**src/rtl/isa_pkg.sv**
```systemverilog
// Shared ISA definitions: opcode values, MIPS field positions and the
// program loader state encoding. The control decoder reuses the opcodes.
package isa_pkg;

    localparam logic [5:0] OP_RTYPE = 6'd0;
    localparam logic [5:0] OP_SLI   = 6'd1;
    localparam logic [5:0] OP_J     = 6'd2;
    localparam logic [5:0] OP_JAL   = 6'd3;
    localparam logic [5:0] OP_LW    = 6'd4;
    localparam logic [5:0] OP_SW    = 6'd5;
    localparam logic [5:0] OP_ADDI  = 6'd6;

    localparam int OP_MSB     = 31;
    localparam int OP_LSB     = 26;
    localparam int RS_MSB     = 25;
    localparam int RS_LSB     = 21;
    localparam int RT_MSB     = 20;
    localparam int RT_LSB     = 16;
    localparam int RD_MSB     = 15;
    localparam int RD_LSB     = 11;
    localparam int SHAMT_MSB  = 10;
    localparam int SHAMT_LSB  = 6;
    localparam int FUNCT_MSB  = 5;
    localparam int FUNCT_LSB  = 0;
    localparam int IMM_MSB    = 15;
    localparam int IMM_LSB    = 0;
    localparam int TARGET_MSB = 25;
    localparam int TARGET_LSB = 0;

    typedef enum logic [2:0] {
        ST_IDLE,
        ST_ACCEPT,
        ST_WRITE,
        ST_DONE,
        ST_ERROR
    } loader_state_t;

endpackage

```
**src/rtl/instr_encoder.sv**
```systemverilog
// Packs decoded instruction fields into a 32-bit MIPS-format word and
// flags opcodes outside the supported set.
module instr_encoder
    import isa_pkg::*;
(
    input  logic [5:0]  opcode,
    input  logic [4:0]  rs,
    input  logic [4:0]  rt,
    input  logic [4:0]  rd,
    input  logic [5:0]  funct,
    input  logic [15:0] imm,
    input  logic [25:0] target,
    output logic [31:0] word,
    output logic        illegal
);

    // Select the R, I or J layout by opcode; unused fields stay zero.
    always_comb begin
        word    = '0;
        illegal = 1'b0;
        word[OP_MSB:OP_LSB] = opcode;
        case (opcode)
            OP_RTYPE: begin
                word[RS_MSB:RS_LSB]       = rs;
                word[RT_MSB:RT_LSB]       = rt;
                word[RD_MSB:RD_LSB]       = rd;
                word[SHAMT_MSB:SHAMT_LSB] = 5'd0;
                word[FUNCT_MSB:FUNCT_LSB] = funct;
            end
            OP_SLI, OP_LW, OP_SW, OP_ADDI: begin
                word[RS_MSB:RS_LSB]   = rs;
                word[RT_MSB:RT_LSB]   = rt;
                word[IMM_MSB:IMM_LSB] = imm;
            end
            OP_J, OP_JAL: begin
                word[TARGET_MSB:TARGET_LSB] = target;
            end
            default: begin
                word    = '0;
                illegal = 1'b1;
            end
        endcase
    end

endmodule

```
**src/rtl/prog_loader.sv**
```systemverilog
// Program loader: accepts field bundles, encodes them and writes them to
// consecutive instruction-memory addresses starting at PROG_BASE.
module prog_loader
    import isa_pkg::*;
#(
    parameter int DEPTH     = 64,
    parameter int ADDR_W    = 6,
    parameter int PROG_BASE = 0
) (
    input  logic              clk,
    input  logic              reset_n,
    input  logic              start,
    input  logic              fld_valid,
    output logic              fld_ready,
    input  logic [5:0]        fld_opcode,
    input  logic [4:0]        fld_rs,
    input  logic [4:0]        fld_rt,
    input  logic [4:0]        fld_rd,
    input  logic [5:0]        fld_funct,
    input  logic [15:0]       fld_imm,
    input  logic [25:0]       fld_target,
    input  logic              fld_last,
    output logic              imem_we,
    output logic [ADDR_W-1:0] imem_addr,
    output logic [31:0]       imem_wdata,
    output logic              busy,
    output logic              done,
    output logic              err_illegal,
    output logic              err_full,
    output logic [ADDR_W:0]   count
);

    localparam logic [ADDR_W-1:0] BASE_ADDR = ADDR_W'(PROG_BASE);
    localparam logic [ADDR_W-1:0] END_ADDR  = ADDR_W'(DEPTH - 1);
    localparam logic [ADDR_W-1:0] ADDR_ONE  = {{(ADDR_W-1){1'b0}}, 1'b1};
    localparam logic [ADDR_W:0]   COUNT_ONE = {{ADDR_W{1'b0}}, 1'b1};

    loader_state_t     state_q;
    loader_state_t     state_d;
    logic [ADDR_W-1:0] addr_q;
    logic [ADDR_W:0]   count_q;
    logic              last_q;
    logic [31:0]       wdata_q;
    logic [ADDR_W-1:0] waddr_q;
    logic              done_q;
    logic              err_illegal_q;
    logic              err_full_q;
    logic [31:0]       enc_word;
    logic              enc_illegal;
    logic              start_ok;
    logic              fire;
    logic              at_end;

    instr_encoder u_encoder (
        .opcode  (fld_opcode),
        .rs      (fld_rs),
        .rt      (fld_rt),
        .rd      (fld_rd),
        .funct   (fld_funct),
        .imm     (fld_imm),
        .target  (fld_target),
        .word    (enc_word),
        .illegal (enc_illegal)
    );

    assign at_end = (addr_q == END_ADDR);

    // State register; reset returns to IDLE so imem_we falls at once.
    always_ff @(posedge clk or negedge reset_n) begin
        if (!reset_n) begin
            state_q <= ST_IDLE;
        end else begin
            state_q <= state_d;
        end
    end

    // Next state plus the strobes that depend only on the current state.
    always_comb begin
        state_d   = state_q;
        start_ok  = 1'b0;
        fire      = 1'b0;
        fld_ready = 1'b0;
        imem_we   = 1'b0;
        busy      = 1'b0;
        case (state_q)
            ST_IDLE, ST_DONE, ST_ERROR: begin
                if (start) begin
                    start_ok = 1'b1;
                    state_d  = ST_ACCEPT;
                end
            end
            ST_ACCEPT: begin
                fld_ready = 1'b1;
                busy      = 1'b1;
                if (fld_valid) begin
                    fire    = 1'b1;
                    state_d = enc_illegal ? ST_ERROR : ST_WRITE;
                end
            end
            ST_WRITE: begin
                imem_we = 1'b1;
                busy    = 1'b1;
                if (last_q) begin
                    state_d = ST_DONE;
                end else if (at_end) begin
                    state_d = ST_ERROR;
                end else begin
                    state_d = ST_ACCEPT;
                end
            end
            default: begin
                state_d = ST_IDLE;
            end
        endcase
    end

    // Address, count, captured word and sticky status flags.
    always_ff @(posedge clk or negedge reset_n) begin
        if (!reset_n) begin
            addr_q        <= BASE_ADDR;
            count_q       <= '0;
            last_q        <= 1'b0;
            wdata_q       <= '0;
            waddr_q       <= '0;
            done_q        <= 1'b0;
            err_illegal_q <= 1'b0;
            err_full_q    <= 1'b0;
        end else begin
            if (start_ok) begin
                addr_q        <= BASE_ADDR;
                count_q       <= '0;
                done_q        <= 1'b0;
                err_illegal_q <= 1'b0;
                err_full_q    <= 1'b0;
            end
            if (fire && !enc_illegal) begin
                wdata_q <= enc_word;
                waddr_q <= addr_q;
                last_q  <= fld_last;
            end
            if (fire && enc_illegal) begin
                err_illegal_q <= 1'b1;
            end
            if (state_q == ST_WRITE) begin
                count_q <= count_q + COUNT_ONE;
                if (last_q) begin
                    done_q <= 1'b1;
                end else if (at_end) begin
                    err_full_q <= 1'b1;
                end else begin
                    addr_q <= addr_q + ADDR_ONE;
                end
            end
        end
    end

    assign imem_addr   = waddr_q;
    assign imem_wdata  = wdata_q;
    assign done        = done_q;
    assign err_illegal = err_illegal_q;
    assign err_full    = err_full_q;
    assign count       = count_q;

endmodule

```
**config.mk**
```make
export PLATFORM = sky130hd
export DESIGN_NAME = prog_loader
export DESIGN_NICKNAME = d
export VERILOG_FILES = /design/src/rtl/isa_pkg.sv /design/src/rtl/instr_encoder.sv /design/src/rtl/prog_loader.sv
export SDC_FILE = /design/constraint.sdc
export NUM_CORES = 1
export LEC_CHECK = 0
export CAP_MARGIN = 15
export CORE_MARGIN = 2
export CORE_UTILIZATION = 42
export CTS_CLUSTER_DIAMETER = 200
export DETAILED_ROUTE_END_ITERATION = 12
export PLACE_DENSITY = 0.82
export SETUP_SLACK_MARGIN = 0.3
export SYNTH_ARGS = -nofsm -noshare
export SYNTH_HDL_FRONTEND = slang
export SYNTH_SLANG_ARGS = --single-unit
```
**constraint.sdc**
```tcl
create_clock -name clk -period 2.25 [get_ports clk]
set_input_delay 0.225 -clock clk [delete_from_list [all_inputs] [get_ports clk]]
set_output_delay 0.225 -clock clk [all_outputs]
set_load 0.01 [all_outputs]
```
==> impl_metrics.toml <==
[floorplan]
io_pins = 125
initial_core_util_pct = 43.5
die-height_um = 85.1
die_area_um2 = 7240
coreArea_um2 = 6350
row_count = 29
die_x_um = 85.1

[global_route]
grt_pass1_wl_mm = 12.6
antenna_found_initial = 0
grt_start_max_net_pins = 45
track_usage_pct = 22.1
grt-ovfl-total = 0
grt_pass1_vias = 2649

[yosys]
yosysUniqueCellTypes = 44
synth_edf_count = 0
async_flop_share_pct = 100
syn_nets = 342
synth.area.top_cells = "dfrtp_1, a22oi_1, o21ai_0"
ys_warn_count = 0
ys_seq_area_share_pct = 52.5
synthFlopType = "dfrtp_1"
synth_cells = 266
syn_area_per_cell_um2 = 10.4
yosysTopAreaCell = "dfrtp_1"
ys_ff_latch = 58
netlist.area_leader.share_pct = 52.5
synth_area_um2 = 2760

[critical_path]
cp.required_ps = 2470
cp.arrival_ps = 2130
critical_path_class = "reg2reg"
crit_start = "state_q[2]"
crit_chain = "buf_4, or4b_4, a31oi_4, nor2_2, a211o_1"
reg2reg_from = "state_q[2]"
ff2ff_path_depth = 5
endpoint_kind = "flop"
path_max_fanout = 8
cp_slowest_cell = "or4b_4"
slowest_delay_ps = 610
startpoint_type = "flop"

[power]
ir_drop_v = 0.000574
p_leak_nw = 1.86
total_power_mw = 3.71
power.density_nw_per_um2 = 840

[clock_network]
cts_buffers = 9
clkTransAtPathRegs_ps = 70
worstSkewPairLatency_ps = 330
cts.path.max_buffers = 2
cts_tree = "built"
cts-root-buf = "clkbuf_8"
htree_num_levels = 3
cts.sinks = 58

[sta]
setup_viol = 0
worstMarginPinSlew_ps = 714
worst_slack_ps = 341
fin_crit_sh_pct = 84.8
period_needed_ps = 1910
finalMaxSlewViolations = 0
fmax_ghz = 0.524
rsz0062_at_grt = "false"
slew_headroom_pct = 52.4
hold_viol = 0
finalClockSkew_ps = 6.59
tns_ps = 0

[final_layout]
drive_gt1_share_pct = 14.1
multi_input_area_um2 = 1230
register_area_um2 = 1450
fillers = 494
area_growth_pct = 59.7
fin_nets = 475
antenna_cells = 0

[detailed_routing]
drc = 0
avgRoutedWirePerCell_um = 16.0
via_per_inst = 5.49
first_iter_violations = 104
drt_wl_total_mm = 7.71
drt-pass1-iter-count = 4
vias = 2640
drtAntennaViolNets = 0

[status]
status = "complete, no violations"

[placed_design]
hpwl_mm = 5.63
place_ws_ps = 229
io_buffers = 124
routabilityCongestion = 0.825

[min_path]
hp-class = "in2async"

[run]
maxCapViolations = 0
-- worst paths after layout --
path / end / slack (ps)
min in group clk: imem_wdata[6] / 480
min: imem_wdata[12] / 480
min reg2reg: imem_wdata[6] / 480
max in group asynchronous: state_q[0] / 1160
max reg2reg: addr_q[3] / 340
max: addr_q[3] / 340
-- worst max-delay path: cells and delay by family, from the launching register on --
kind,cells,cell delay (ps)
AOI/OAI and AO/OA,2,520
buffers and inverters,1,160
and+or+nand+nor,2,690
DFF,1,410
-- final cells by class --
cell class | count | share of cell area, %
Sequential cell | 58 | 32.9
Timing Repair Buffer | 140 | 31.0
Multi-Input combinational cell | 189 | 28.0
Clock buffer | 11 | 3.43
Clock inverter | 5 | 2.27
Tap cell | 77 | 2.18
Inverter | 1 | 0.198
-- what timing repair did --
item | in CTS | in global routing
hold buffers | 1 | 0
hold endpoints to repair | 29 | 0
gates resized for setup | 9 | 1
buffers inserted | 4 | 0
endpoints found under the setup margin | 3 | 5
-- sequential cells by signal (all words and copies together), names as in the netlist --
name and cells:
addr_q 6, count 7, done 1, err_full 1, err_illegal 1, imem_addr 6
imem_wdata 32, last_q 1, state_q 3
-- logic make-up after synthesis --
kind of cell | Yosys count | synth area share [%]
flops | 58 | 52.5
simple gates | 78 | 14.3
buf+inv | 19 | 3.44
mux | 11 | 4.48
compound gates | 96 | 23.7
xor+xnor | 2 | 0.634
fa+ha+maj | 2 | 0.906
-- layer usage --
layer	vias up	wire length, µm	global-route usage (%)
li1	1248	-	-
met1	1272	3190	27.2
met2	103	3800	36.4
met3	17	491	6.13
met4	0	237	9.96
met5	-	0	0
-- report_power, final --
group	switching (mW)	total, mW	internal (mW)
Combinational	0.515	1.16	0.649
Clock	0.411	1.20	0.792
Sequential	0.123	1.34	1.22
Total	1.05	3.71	2.66
-- synth_stat cells, types with 2 or more instances --
master,number
nor3_1,4
buf_2,4
nand3_1,6
a211o_1,3
xnor2_1,2
o22ai_1,2
nor2_1,8
a21oi_1,7
dfrtp_1,58
mux2_2,11
a22oi_1,28
a22o_1,13
clkbuf_1,11
buf_6,2
ha_1,2
nand2_1,33
and3_1,6
or2_2,2
nand2b_1,4
and2_1,3
o21ai_0,34
-- stage by stage --
stage                     instances  utilization, %  hold slack [ps]  instance area (µm²)
after floorplan                 266               -            -70.6                 2760
final                           481            69.5              479                 4410
after global placement          460            64.7              305                 4110
after CTS                       481            69.4              475                 4410
after global routing            481            69.5              508                 4410
after detailed placement        460            64.7              309                 4110
-- cell usage in the layout, fill, tap and decap left out, types with 3 or more instances in the layout --
master / count
nand2b_1: 4
a211o_1: 3
buf_4: 14
o21ai_0: 34
a21oi_1: 7
and3_1: 6
bufinv_16: 3
clkdlybuf4s50_1: 120
nand3_1: 6
nand2_1: 33
and2_1: 3
a22o_1: 13
clkbuf_8: 11
dlygate4sd2_1: 3
nor3_1: 4
nor2_1: 8
a22oi_1: 28
dfrtp_1: 56
mux2_2: 11
Note: power is estimated with default switching activity, not from simulation.
